[src/rtl/rl_route_pkg.sv]
// Shared definitions for the cluster-head Q-routing pipeline: memory map,
// table sizing and the action-selection state encoding.
package rl_route_pkg;

    localparam int WORD_WIDTH    = 16;
    localparam int MAX_NEIGHBORS = 64;

    // Byte addresses of the per-node tables in shared memory.
    localparam logic [15:0] NB_TABLE_BASE      = 16'h0048;
    localparam logic [15:0] Q_TABLE_BASE       = 16'h00C8;
    localparam logic [15:0] CLUSTER_TABLE_BASE = 16'h0148;
    localparam logic [15:0] HOP_TABLE_BASE     = 16'h01C8;

    localparam logic [15:0] NO_ROUTE = 16'hFFFF;

    typedef enum logic [2:0] {
        ST_IDLE  = 3'd0,
        ST_SCAN  = 3'd1,
        ST_DRAIN = 3'd2,
        ST_FETCH = 3'd3,
        ST_CAPT  = 3'd4,
        ST_DONE  = 3'd5
    } state_t;

endpackage

[src/rtl/argmax_tracker.sv]
// Running maximum over a stream of samples: the first sample always loads,
// later ones replace the best only when strictly greater (ties keep lowest index).
module argmax_tracker #(
    parameter int WORD_WIDTH = 16,
    parameter int IDX_W      = 7
) (
    input  logic                  clock,
    input  logic                  nreset,
    input  logic                  clear,
    input  logic                  sample,
    input  logic [WORD_WIDTH-1:0] data,
    input  logic [IDX_W-1:0]      index,
    output logic [IDX_W-1:0]      best_idx
);

    logic [WORD_WIDTH-1:0] best_q;
    logic                  have_best;

    always_ff @(posedge clock) begin
        if (!nreset || clear) begin
            best_q    <= '0;
            best_idx  <= '0;
            have_best <= 1'b0;
        end else if (sample && (!have_best || data > best_q)) begin
            best_q    <= data;
            best_idx  <= index;
            have_best <= 1'b1;
        end
    end

endmodule

[src/rtl/besthop_select.sv]
// Action selection: scans the Q table for the neighbour with the highest Q,
// then fetches that neighbour's node ID and pulses done.
module besthop_select
    import rl_route_pkg::*;
#(
    parameter int               WORD_WIDTH    = rl_route_pkg::WORD_WIDTH,
    parameter logic [15:0]      Q_BASE        = rl_route_pkg::Q_TABLE_BASE,
    parameter logic [15:0]      NB_BASE       = rl_route_pkg::NB_TABLE_BASE,
    parameter int               MAX_NEIGHBORS = rl_route_pkg::MAX_NEIGHBORS
) (
    input  logic                  clock,
    input  logic                  nreset,
    input  logic                  start,
    input  logic [WORD_WIDTH-1:0] nb_count,
    input  logic [WORD_WIDTH-1:0] data_in,
    output logic [WORD_WIDTH-1:0] address,
    output logic [WORD_WIDTH-1:0] action,
    output logic [WORD_WIDTH-1:0] besthop,
    output logic                  done
);

    localparam int IDX_W = $clog2(MAX_NEIGHBORS + 1);

    state_t           state;
    state_t           state_next;
    logic [IDX_W-1:0] idx;
    logic [IDX_W-1:0] cnt;
    logic [IDX_W-1:0] start_cnt;
    logic [IDX_W-1:0] best_idx;
    logic             track_clear;
    logic             track_sample;

    always_comb begin
        start_cnt = nb_count[IDX_W-1:0];
        if (nb_count > WORD_WIDTH'(MAX_NEIGHBORS)) begin
            start_cnt = IDX_W'(MAX_NEIGHBORS);
        end
    end

    // Read data lags the address by one cycle, so a SCAN cycle compares the
    // entry issued in the previous cycle and DRAIN compares the last one.
    assign track_clear  = (state == ST_IDLE) && start;
    assign track_sample = ((state == ST_SCAN) && (idx != '0)) || (state == ST_DRAIN);

    argmax_tracker #(
        .WORD_WIDTH (WORD_WIDTH),
        .IDX_W      (IDX_W)
    ) u_tracker (
        .clock    (clock),
        .nreset   (nreset),
        .clear    (track_clear),
        .sample   (track_sample),
        .data     (data_in),
        .index    (idx - IDX_W'(1)),
        .best_idx (best_idx)
    );

    always_comb begin
        state_next = state;
        address    = '0;
        case (state)
            ST_IDLE: begin
                if (start) begin
                    state_next = (start_cnt != '0) ? ST_SCAN : ST_DONE;
                end
            end
            ST_SCAN: begin
                address = Q_BASE + WORD_WIDTH'({idx, 1'b0});
                if (idx == cnt - IDX_W'(1)) begin
                    state_next = ST_DRAIN;
                end
            end
            ST_DRAIN: begin
                state_next = ST_FETCH;
            end
            ST_FETCH: begin
                address    = NB_BASE + WORD_WIDTH'({best_idx, 1'b0});
                state_next = ST_CAPT;
            end
            ST_CAPT: begin
                state_next = ST_DONE;
            end
            ST_DONE: begin
                state_next = ST_IDLE;
            end
            default: begin
                state_next = ST_IDLE;
            end
        endcase
    end

    assign done = (state == ST_DONE);

    always_ff @(posedge clock) begin
        if (!nreset) begin
            state   <= ST_IDLE;
            idx     <= '0;
            cnt     <= '0;
            action  <= '0;
            besthop <= '0;
        end else begin
            state <= state_next;
            case (state)
                ST_IDLE: begin
                    if (start) begin
                        cnt <= start_cnt;
                        idx <= '0;
                        if (start_cnt == '0) begin
                            action  <= '0;
                            besthop <= NO_ROUTE;
                        end
                    end
                end
                ST_SCAN: begin
                    idx <= idx + IDX_W'(1);
                end
                ST_CAPT: begin
                    besthop <= data_in;
                    action  <= WORD_WIDTH'(best_idx);
                end
                default: begin
                end
            endcase
        end
    end

endmodule

[config.mk]
export PLATFORM = sky130hd
export DESIGN_NAME = besthop_select
export DESIGN_NICKNAME = d
export VERILOG_FILES = /design/src/rtl/rl_route_pkg.sv /design/src/rtl/argmax_tracker.sv /design/src/rtl/besthop_select.sv
export SDC_FILE = /design/constraint.sdc
export NUM_CORES = 1
export LEC_CHECK = 0
export CAP_MARGIN = 15
export CORE_MARGIN = 3
export CORE_UTILIZATION = 28
export DETAILED_ROUTE_END_ITERATION = 6
export GPL_TIMING_DRIVEN = 0
export PLACE_DENSITY = 0.51
export SLEW_MARGIN = 0
export SYNTH_ARGS = -nofsm -noshare
export SYNTH_HDL_FRONTEND = slang
export SYNTH_SLANG_ARGS = --single-unit
[constraint.sdc]
create_clock -name clock -period 5.5 [get_ports clock]
set_input_delay 1.375 -clock clock [delete_from_list [all_inputs] [get_ports clock]]
set_output_delay 1.375 -clock clock [all_outputs]
set_load 0.05 [all_outputs]
==> results.json, run 1 <==
{
  "outcome": "completed",
  "worstPathRequired_ns": 4.12,
  "post_cts_buffers": 0,
  "whs_ns": 0.468,
  "drv_cap": 0,
  "reg2regPathDepth": 10,
  "yosysTopAreaCell": "dfxtp_1",
  "cp.arrival_ns": 2.48,
  "n_antenna_cell": 0,
  "power_mw": 1.33,
  "hold_path_class": "register to register",
  "tightest_slew_ns": 0.653,
  "drc": 0,
  "dieHeight_um": 119,
  "pwr_density_cell_mw_per_mm2": 277,
  "gp_congestion": 0.795,
  "whs_path_depth": 2,
  "ys_seq_elements": 64,
  "hpwlAfterDp_mm": 7.52,
  "antenna_found_initial": 0,
  "clk_pin_slew_ns": 0.06,
  "use_met3_pct": 4.37,
  "dp_cells": 654,
  "yosysTopAreaCellShare_pct": 35.6,
  "placed_area_mm2": 0.00452,
  "synth.distinct_cells": 54,
  "seq_area_frac_synth_pct": 35.6,
  "fin_cells": 670,
  "netlist_instances": 405,
  "setup_viol": 0,
  "dieArea_mm2": 0.0142,
  "avgViaCountPerCell": 4.80,
  "clk_path_buf_depth": 2,
  "hold_buffers": 0,
  "cp_top_family": "buffers and inverters",
  "wl_per_cell_um": 14.8,
  "fmax_mhz": 260,
  "cp.depth": 5,
  "layout_commonest_cell": "clkdlybuf4s50_1",
  "hold_viol": 0,
  "portBuffers": 65,
  "fin_nets": 555,
  "grt_use_met2_pct": 23.8,
  "fin_skew_ns": 0.00812,
  "fin_crit_ns": 3.85,
  "rows": 40,
  "grt_util_met1_pct": 17.6,
  "drive_gt1_share_pct": 15.3,
  "cts_buffers": 9,
  "vias": 3214,
  "rsz0062_at_grt": "no",
  "area_growth_pct": 33.4,
  "crit_slowest_cell": "clkdlybuf4s50_1",
  "tns_ns": 0,
  "cts_resized": 0,
  "cts_sinks": 64,
  "leakage_nw": 1.80,
  "root_buffer": "clkbuf_16",
  "drtIter0Drc": 267,
  "clock_latency_ns": 0.34,
  "synth-async-reset-ratio_pct": 0,
  "ir_worst_vdd_mv": 0.118,
  "synthTopCellsByArea": "dfxtp_1 (36%), ha_1 (8.0%), o221a_2 (5.0%)",
  "postLayoutCoreUtil_pct": 39.1,
  "initial_utilization_pct": 29.3,
  "slew_violations": 0,
  "cts_tree": "yes",
  "crit_type": "register to output port",
  "start_kind": "register",
  "chipWidth_um": 119,
  "synth_warnings": 0,
  "fin_crit_sh_pct": 70.0,
  "post-place-ws_ns": 1.65,
  "ios": 84,
  "grt_pass1_vias": 3122,
  "grt_use_total_pct": 14.2,
  "grt-ovfl-total": 0,
  "cts-htree-levels": 3,
  "crit_path_max_fanout": 10,
  "max_slew_margin_pct": 56.4,
  "path_cells": "buf_1 -> nand3_1 -> nor3b_1 -> o22ai_1 -> clkdlybuf4s50_1",
  "firstDrtPassIters": 4,
  "setup_slack_ns": 1.65,
  "syn_avg_cell_area_um2": 8.88,
  "wl_mm": 9.95,
  "grt_pass1_wl_mm": 16.2,
  "ys.flop_type": "dfxtp_1",
  "busiest_layer": "met2",
  "worstSetupEndpointType": "output port",
  "crit_buf_inv": 2,
  "drtAntennaViolNets": 0,
  "fillCellCount": 1278,
  "synth_area_mm2": 0.00360,
  "critPathMaxStageDelay_ns": 0.83,
  "core_mm2": 0.0123,
  "final_cell_mix": "clkdlybuf4s50_1 (65), dfxtp_1 (64), nand2_1 (34), inv_1 (24), ha_1 (23)",
  "grt_max_degree": 14,
  "synth_enable_flop_cells": 0,
  "finalInstanceArea_mm2": 0.00480
}
registers in the layout (all words and copies together) (netlist names):
name	cells
besthop	16
cnt	7
u_tracker.have_best	1
action	7
u_tracker.best_idx	7
idx	7
state	3
u_tracker.best_q	16
worst paths after layout:
check / start / to / slack, ns
worst max-delay path: idx[4] / address[8] / 1.65
worst min-delay path: action[2] / action[2] / 0.47
worst max register to register: idx[2] / u_tracker.best_q[10] / 2.91
worst min register to register: action[2] / action[2] / 0.47
cell usage after synthesis (8+ instances only):
library cell / instances
a21oi_1: 22
buf_2: 8
buf_4: 20
clkbuf_1: 15
dfxtp_1: 64
ha_1: 23
inv_1: 24
nand2_1: 34
nand3_1: 12
nand4_1: 19
nor2_1: 18
o21ai_0: 10
o221a_2: 16
o22ai_1: 13
o31ai_1: 16
xnor2_1: 16
cells by family after synthesis:
kind of cell,after synthesis,synth area share (%)
AO/OA/AOI/OAI,106,23.0
XOR/XNOR,20,4.87
other,1,0.104
adder cells (fa/ha/maj),23,8.00
AND/OR/NAND/NOR,120,18.1
flip-flops,64,35.6
multiplexers,2,0.557
buffers and inverters,69,9.77
area by class of cell:
class | count | area, um2 | share of cell area, %
multi-input cells | 288 | 2020 | 42.2
flip-flops and latches | 64 | 1280 | 26.7
repair buffers | 65 | 651 | 13.6
plain buffers | 45 | 262 | 5.45
clock buffers | 9 | 225 | 4.69
well taps | 168 | 210 | 4.38
inverters | 24 | 90.1 | 1.88
clock inverters | 7 | 55.1 | 1.15
layer usage:
| layer | share of wire (%) | routed length, um |
|---|---|---|
| met2 | 48 | 4750 |
| met1 | 45 | 4520 |
| met3 | 5.8 | 577 |
| met5 | 0 | 0 |
| met4 | 1.0 | 102 |
worst min-delay path: cells and delay by family (launching register included):
kind            cells  cell delay [ns]
flops               1             0.31
compound gates      1             0.06
simple gates        1             0.05
power by group:
part,switching [mW],internal (mW),leakage [nW]
Clock,0.232,0.309,0.133
Combinational,0.182,0.107,1.15
Sequential,0.0142,0.482,0.518
Total,0.428,0.899,1.80
Power figures use the tool's default switching activity.
==> inputs of run 2 (changes only) <==
--- a/config.mk
+++ b/config.mk
@@ -10,7 +10,7 @@
 export CORE_UTILIZATION = 28
 export DETAILED_ROUTE_END_ITERATION = 6
 export GPL_TIMING_DRIVEN = 0
-export PLACE_DENSITY = 0.51
+export PLACE_DENSITY = 0.53
 export SLEW_MARGIN = 0
 export SYNTH_ARGS = -nofsm -noshare
 export SYNTH_HDL_FRONTEND = slang
==> constraint.sdc (replaced) <==
create_clock -name clock -period 3.5 [get_ports clock]
set_input_delay 0.875 -clock clock [delete_from_list [all_inputs] [get_ports clock]]
set_output_delay 0.875 -clock clock [all_outputs]
set_load 0.05 [all_outputs]
==> results.json, run 2 (synthesis gave the netlist of run 1 again) <==
{
  "reg2regPathDepth": 10,
  "core_mm2": 0.0123,
  "whs_path_depth": 2,
  "n_antenna_cell": 0,
  "drv_cap": 0,
  "worstSetupEndpointType": "output port",
  "switchingPower_uw": 676,
  "rows": 40,
  "grt-ovfl-total": 0,
  "cts-htree-levels": 3,
  "grt_pass1_vias": 3151,
  "layout_commonest_cell": "dfxtp_1",
  "vias": 3236,
  "dieHeight_um": 119,
  "cp.arrival_ns": 2.48,
  "pwr-share-clk_pct": 42.9,
  "setup_viol": 0,
  "power_frac_comb_pct": 21.0,
  "grt_pass1_wl_mm": 16.1,
  "initial_utilization_pct": 29.3,
  "ios": 84,
  "postLayoutCoreUtil_pct": 39.4,
  "chipWidth_um": 119,
  "placed_area_mm2": 0.00452,
  "worstPathRequired_ns": 2.62,
  "fmax_mhz": 298,
  "tightest_slew_ns": 0.618,
  "fin_nets": 555,
  "final_cell_mix": "dfxtp_1 (64), clkdlybuf4s50_1 (62), nand2_1 (34), inv_1 (24), ha_1 (23)",
  "gp_congestion": 0.814,
  "post_cts_buffers": 0,
  "finalInstanceArea_mm2": 0.00483,
  "post-place-ws_ns": 0.218,
  "multi_input_area_mm2": 0.00202,
  "clk_path_buf_depth": 2,
  "drtIter0Drc": 253,
  "power.internal_mw": 1.48,
  "hpwlAfterDp_mm": 7.63,
  "max_slew_margin_pct": 58.8,
  "fin_crit_sh_pct": 95.7,
  "grt_max_degree": 14,
  "cts_sinks": 64,
  "avgViaCountPerCell": 4.83,
  "drtAntennaViolNets": 0,
  "root_buffer": "clkbuf_16",
  "area_growth_pct": 34.3,
  "drive_gt1_share_pct": 15.3,
  "ir_worst_vdd_mv": 0.208,
  "start_kind": "register",
  "setup_slack_ns": 0.149,
  "tns_ns": 0,
  "portBuffers": 65,
  "wl_per_cell_um": 14.8,
  "wl_mm": 9.91,
  "dieArea_mm2": 0.0142,
  "outcome": "completed",
  "clk_pin_slew_ns": 0.06,
  "grt_use_total_pct": 14.2,
  "pwr-share-seq_pct": 36.1,
  "swShare_pct": 31.3,
  "fin_crit_ns": 3.35,
  "crit_type": "register to output port",
  "hold_path_class": "register to register",
  "cts_tree": "yes",
  "whs_ns": 0.472,
  "fillCellCount": 1254,
  "clock_latency_ns": 0.34,
  "antenna_found_initial": 0,
  "seq_area_mm2": 0.00128,
  "crit_path_max_fanout": 10,
  "firstDrtPassIters": 4,
  "hold_viol": 0,
  "cts_buffers": 9,
  "leakage_nw": 1.86,
  "rsz0062_at_grt": "no",
  "slew_violations": 0,
  "top_regs": "besthop (16), u_tracker.best_q (16)",
  "pwr_density_cell_mw_per_mm2": 447,
  "drc": 0,
  "fin_skew_ns": 0.00585
}
-- run 2: cell types whose count changed in the layout (fill, tap and decap cells not counted) --
cell / delta
clkdlybuf4s50_1: -3
dlymetal6s2s_1: +3
bufinv_16: +1
clkinv_2: -1
clkinv_4: +1
inv_6: -1
-- run 2: worst paths after layout --
check,slack (ns),from,to
max,0.15,idx[4],address[8]
min,0.47,action[5],action[5]
max reg2reg,1.01,idx[2],u_tracker.best_q[5]
min reg2reg,0.47,action[5],action[5]
-- run 2: layer usage --
layer / vias to the layer above / track usage (%) / share of wire, %
met2: 79 / 23.2 / 47
met5: - / 0 / 0
met3: 11 / 5.37 / 7.1
met1: 1509 / 17.6 / 45
met4: 0 / 3.79 / 1.1
li1: 1637 / - / -
-- run 2: per-stage QoR --
step           instances  total power, mW
2_1_floorplan        421             1.10
3_3_place_gp         654             1.25
3_5_place_dp         654             1.25
4_1_cts              670             2.18
5_1_grt              670             2.25
6_report             670             2.16
-- run 2: power by group through the flow --
| stage | sequential, mW | combinational, mW | clock (mW) |
|---|---|---|---|
| after floorplan | 0.832 | 0.272 | 0 |
| after global placement | 0.795 | 0.450 | 0 |
| after detailed placement | 0.796 | 0.452 | 0 |
| after CTS | 0.780 | 0.455 | 0.947 |
| after global routing | 0.784 | 0.491 | 0.975 |
| final | 0.780 | 0.453 | 0.927 |
-- run 2: cell type report --
cell class | instances | share of cell area [%]
plain buffers | 45 | 5.41
clock buffers | 9 | 4.66
clock inverters | 7 | 1.66
inverters | 24 | 1.86
multi-input cells | 288 | 41.9
flip-flops and latches | 64 | 26.5
well taps | 168 | 4.35
repair buffers | 65 | 13.6
-- run 2: critical path, cell delays in order, from the launching register on --
cell and delay [ns]:
dfxtp_1 0.39, buf_1 0.37, nand3_1 0.20, nor3b_1 0.18, o22ai_1 0.15, clkdlybuf4s50_1 0.83
-- run 2: timing repair --
item | 4_1_cts | 5_1_grt
resized for setup | 0 | 3
hold buffers | 0 | 0
endpoints found under the setup margin | 0 | 3
==> inputs of run 3 (changes only) <==
--- a/config.mk
+++ b/config.mk
@@ -9,8 +9,9 @@
 export CORE_MARGIN = 3
 export CORE_UTILIZATION = 28
 export DETAILED_ROUTE_END_ITERATION = 6
+export DONT_BUFFER_PORTS = 1
 export GPL_TIMING_DRIVEN = 0
-export PLACE_DENSITY = 0.53
+export PLACE_DENSITY = 0.44
 export SLEW_MARGIN = 0
 export SYNTH_ARGS = -nofsm -noshare
 export SYNTH_HDL_FRONTEND = slang
==> results.json, run 3 (synthesis gave the netlist of run 1 again) <==
{
  "outcome": "completed",
  "drc": 0,
  "start_kind": "register",
  "initial_utilization_pct": 29.3,
  "layout_commonest_cell": "dfxtp_1",
  "reg2regPathDepth": 10,
  "drtIter0Drc": 122,
  "antenna_found_initial": 0,
  "gp_congestion": 0.785,
  "cts_sinks": 64,
  "post_cts_buffers": 0,
  "fmax_mhz": 310,
  "pwr-share-clk_pct": 44.1,
  "worstPathRequired_ns": 2.62,
  "clock_latency_ns": 0.33,
  "crit_slowest_cell": "o22ai_1",
  "switchingPower_uw": 615,
  "cts_buffers": 9,
  "cp.depth": 4,
  "pwr_density_cell_mw_per_mm2": 496,
  "hold_viol": 0,
  "fin_cells": 605,
  "path_cells": "buf_1 -> nand3_1 -> nor3b_1 -> o22ai_1",
  "rsz0062_at_grt": "no",
  "pwr-share-seq_pct": 39.9,
  "rr_endpoint": "u_tracker.best_q[14]",
  "swShare_pct": 29.7,
  "whs_ns": 0.474,
  "hpwlAfterDp_mm": 7.58,
  "clk_path_buf_depth": 2,
  "slew_violations": 0,
  "hold_path_startpoint": "u_tracker.best_q[13]",
  "drtAntennaViolNets": 0,
  "ios": 84,
  "grt_pass1_wl_mm": 16.0,
  "hold_path_end": "u_tracker.best_q[13]",
  "core_mm2": 0.0123,
  "grt_max_degree": 11,
  "root_buffer": "clkbuf_16",
  "setup_viol": 0,
  "power_mw": 2.07,
  "dieHeight_um": 119,
  "grt_use_total_pct": 14.2,
  "vias": 3008,
  "crit_path_max_fanout": 10,
  "wl_per_cell_um": 16.2,
  "cts_resized": 0,
  "fin_skew_ns": 0.00586,
  "final_cell_mix": "dfxtp_1 (64), nand2_1 (34), inv_1 (24), ha_1 (23), a21oi_1 (22)",
  "firstDrtPassIters": 4,
  "ir_worst_vdd_mv": 0.251,
  "drv_cap": 0,
  "worstSetupEndpointType": "output port",
  "dieArea_mm2": 0.0142,
  "r2r-start": "idx[2]",
  "power.internal_mw": 1.45,
  "clk_pin_slew_ns": 0.05,
  "drive_gt1_share_pct": 17.2,
  "tightest_slew_ns": 1.11,
  "grt_pass1_vias": 3045,
  "area_growth_pct": 15.9,
  "cp_top_family": "compound AO/OA/AOI/OAI gates",
  "tns_ns": 0,
  "portBuffers": 0,
  "top_regs": "besthop (16), u_tracker.best_q (16)",
  "cts_tree": "yes",
  "avgViaCountPerCell": 4.97,
  "cts-htree-levels": 3,
  "cp.arrival_ns": 2.35,
  "power_frac_comb_pct": 16.0,
  "crit_type": "register to output port",
  "wl_mm": 9.82,
  "n_antenna_cell": 0,
  "grt-ovfl-total": 0,
  "leakage_nw": 1.58,
  "critPathMaxStageDelay_ns": 0.84,
  "rrSetupSlack_ns": 0.91,
  "rows": 40,
  "fin_crit_ns": 3.23,
  "chipWidth_um": 119,
  "postLayoutCoreUtil_pct": 34.0,
  "fin_nets": 490,
  "crit_buf_inv": 1,
  "dp_cells": 589,
  "fin_crit_sh_pct": 92.3,
  "hold_path_class": "register to register",
  "hold_buffers": 0,
  "whs_path_depth": 2,
  "max_slew_margin_pct": 27.3
}
==> run 3: cell count changes in the layout (fill, tap and decap cells not counted) <==
cell	previous run	this run
clkbuf_1	15	17
inv_6	2	0
clkdlybuf4s50_1	62	0
dlymetal6s2s_1	3	0
clkbuf_8	0	2
o21ai_1	2	4
o21ai_0	10	8
clkinv_2	0	2
clkinv_4	2	0
clkinvlp_4	2	0
==> run 3: how the worst max path moves through the flow <==
stage	from	end
finish	idx[4]	address[8]
global route	idx[2]	address[8]
CTS	idx[4]	address[8]
detailed placement	idx[4]	address[8]
global placement	state[0]	address[1]
floorplan	state[0]	address[1]
==> run 3: cell type report <==
| class | count | area (um2) |
|---|---|---|
| well taps | 168 | 210 |
| multi-input cells | 288 | 2020 |
| plain buffers | 45 | 262 |
| clock inverters | 3 | 40.0 |
| flip-flops and latches | 64 | 1280 |
| inverters | 24 | 90.1 |
| fillers | 1324 | 8090 |
| clock buffers | 13 | 260 |
==> run 3: metal layers <==
layer  GRT usage (%)  vias up  share of wire, %
met1            17.1     1428                45
met3            4.89       13               6.7
met5               0        -                 0
met4            4.15        0               1.4
li1                -     1505                 -
met2            23.9       62                47
==> run 3: power groups by stage <==
stage	logic, mW	registers [mW]	clock network [mW]
finish	0.330	0.824	0.912
global route	0.365	0.827	0.962
CTS	0.332	0.824	0.936
detailed placement	0.331	0.840	0
global placement	0.328	0.840	0
floorplan	0.272	0.832	0
==> run 3: stage by stage <==
stage                     setup WS, ns  cell area [um2]
after global placement           0.449             3870
after detailed placement         0.646             3870
final                            0.271             4170
after global routing             0.134             4170
after floorplan                  0.698             3660
after CTS                        0.283             4170
==> run 3: worst register-to-register path, delay by kind of cell, from the launching register on <==
family,cells,cell delay [ns]
fa+ha+maj,1,0.24
flops,1,0.37
simple gates,2,0.25
buf+inv,3,0.94
compound gates,4,0.70
==> variant, RTL diff (config.mk and constraints of run 2) <==
Set the package constant `MAX_NEIGHBORS` to 128 (it was 64).
--- a/src/rtl/rl_route_pkg.sv
+++ b/src/rtl/rl_route_pkg.sv
@@ -3,7 +3,7 @@
 package rl_route_pkg;
 
     localparam int WORD_WIDTH    = 16;
-    localparam int MAX_NEIGHBORS = 64;
+    localparam int MAX_NEIGHBORS = 128;
 
     // Byte addresses of the per-node tables in shared memory.
     localparam logic [15:0] NB_TABLE_BASE      = 16'h0048;
Behaviour: no difference found for any inputs over 10 cycles, from zero or initial values and one cycle with nreset low; that may be too few to reach the edited logic, so the function may still have changed.
==> variant against run 2 <==
- worst setup slack better by 0.066 ns
- sequential cell count is 4 higher
- wire length is 1.6% higher
- design area is 2.6% higher
- highest routed layer unchanged
- power is 3.9% lower
- clock power is 7.6% higher
- area after synthesis is 2.5% higher
==> variant: results (changes against run 2) <==
Post-synth top cells=dfxtp_1, inv_1, nand2_1; Final Hold Fails=0 (unchanged); first-pass GRT wire length=16800 um (+4.6%); Worst path max stage delay=0.81 ns (-0.02 ns); met3 usage=0.0267 (-0.0270); GPL Wtd Cong=0.856 (+5.2%); P_leak=1.91 nW (+2.5%); final net count=568 (+2.3%); Pre-antenna DRT Iters=5 (+1); initial antenna violation count=0 (unchanged); GRT Total Usage=0.144 (+0.00172); Worst VDD drop=0.317 mV (+53%); TritonCTS buffer count=9 (unchanged); Syn. warnings=0 (unchanged); postcts setup bufs=0 (unchanged); Top FF cell, synth=dfxtp_1; Iter 0 DRT Violations=242 (-4.3%); grt met1 use=0.182 (+0.00540); top cells by area, synth=dfxtp_1, ha_1, o221a_2; clk_skew=0.00719 ns (+0.00134 ns); dpl hpwl=7740 um (+1.4%); Crit-path slowest cell=clkdlybuf4s50_1; Clock Path Buffers=2 (unchanged); via count=3367 (+4.0%); largest net degree at the start of global routing=13 (-1); Worst-path clk slew=0.06 ns (about the same); Crit path arrival time=2.41 ns (-0.07 ns); Seq/Total Area, Yosys=0.369 (+0.0131); ant diodes=0 (unchanged); ys async rst share=0 (unchanged); share of post-route cells with drive strength above 1=0.111 (-0.0427); met2 global-route usage=0.247 (+0.0156); fillers=1348 (+7.5%); final WL=10100 um (+1.6%); synth unique cells=50 (-7.4%); Cell Area, Placed=4630 sq um (+2.6%); largest registers=besthop (16), u_tracker.best_q (16); Hold Path Class=flip-flop to flip-flop; Clock Latency Late Sink=between 0.3 and 0.4 ns; CP Max Fanout=10 (unchanged); H-tree depth=3 (unchanged); Root Driver=clkbuf_16; port buffer count=68 (+4.6%); Worst-Margin Slew=0.977 ns (+0.359 ns); outcome=complete, no violations; final core occ=0.389 (-0.00452)
==> variant: worst paths after layout <==
path | startpoint | end | slack (ns) | cells after the start
setup reg to reg | idx[2]$_SDFFE_PN0P_ | u_tracker.best_idx[5]$_SDFFE_PP0P_ | 0.77 | 9
hold / removal | u_tracker.best_q[6]$_SDFFE_PP0P_ | u_tracker.best_q[6]$_SDFFE_PP0P_ | 0.48 | 2
hold reg to reg | u_tracker.best_q[6]$_SDFFE_PP0P_ | u_tracker.best_q[6]$_SDFFE_PP0P_ | 0.48 | 2
setup / recovery | idx[2]$_SDFFE_PN0P_ | address[4] | 0.22 | 5
==> variant: area by class of cell <==
type / count / area share
Buffer: 39 / 0.0429
Clock buffer: 11 / 0.0490
Clock inverter: 5 / 0.0169
Inverter: 25 / 0.0189
Multi-Input combinational cell: 299 / 0.418
Sequential cell: 68 / 0.275
Tap cell: 172 / 0.0434
Timing Repair Buffer: 68 / 0.136
==> variant: repair_timing <==
| item | in CTS | in global routing |
|---|---|---|
| resized for setup | 7 | 4 |
| pin swaps | 0 | 0 |
| setup endpoints to repair | 7 | 6 |
==> variant: layer usage <==
layer	share of wire	wire length (um)
met5	0	0
met4	0.016	157
met3	0.041	416
met2	0.49	4950
met1	0.45	4540
==> variant: critical path: cells and delay by family (launching register included) <==
kind	cells	cell delay [ns]
buf+inv	3	1.30
flops	1	0.33
fa+ha+maj	1	0.30
compound gates	1	0.16
==> variant: kinds of logic (layout without fill, tap and decap cells) <==
kind of cell    after synthesis  after routing  synth area share
flops                        68             68             0.369
simple gates                113            113             0.161
xor+xnor                     25             25            0.0594
fa+ha+maj                    23             23            0.0781
other cells                   1             15           0.00102
buf+inv                      65            148            0.0838
mux                           1              1           0.00272
compound gates              122            122             0.244
==> variant: power breakdown <==
part / total [mW] / switching (mW) / internal [mW]
clock network: 0.997 / 0.351 / 0.646
registers: 0.798 / 0.0106 / 0.787
logic: 0.281 / 0.175 / 0.106
==> variant: per-stage QoR <==
stage	setup WS, ns	instances	hold slack, ns	total power [mW]
floorplan	0.578	432	0.449	0.997
global placement	-0.0565	672	0.463	1.10
detailed placement	-0.106	672	0.472	1.10
CTS	0.0916	688	0.480	2.10
global route	0.0668	687	0.500	2.17
finish	0.215	687	0.475	2.08
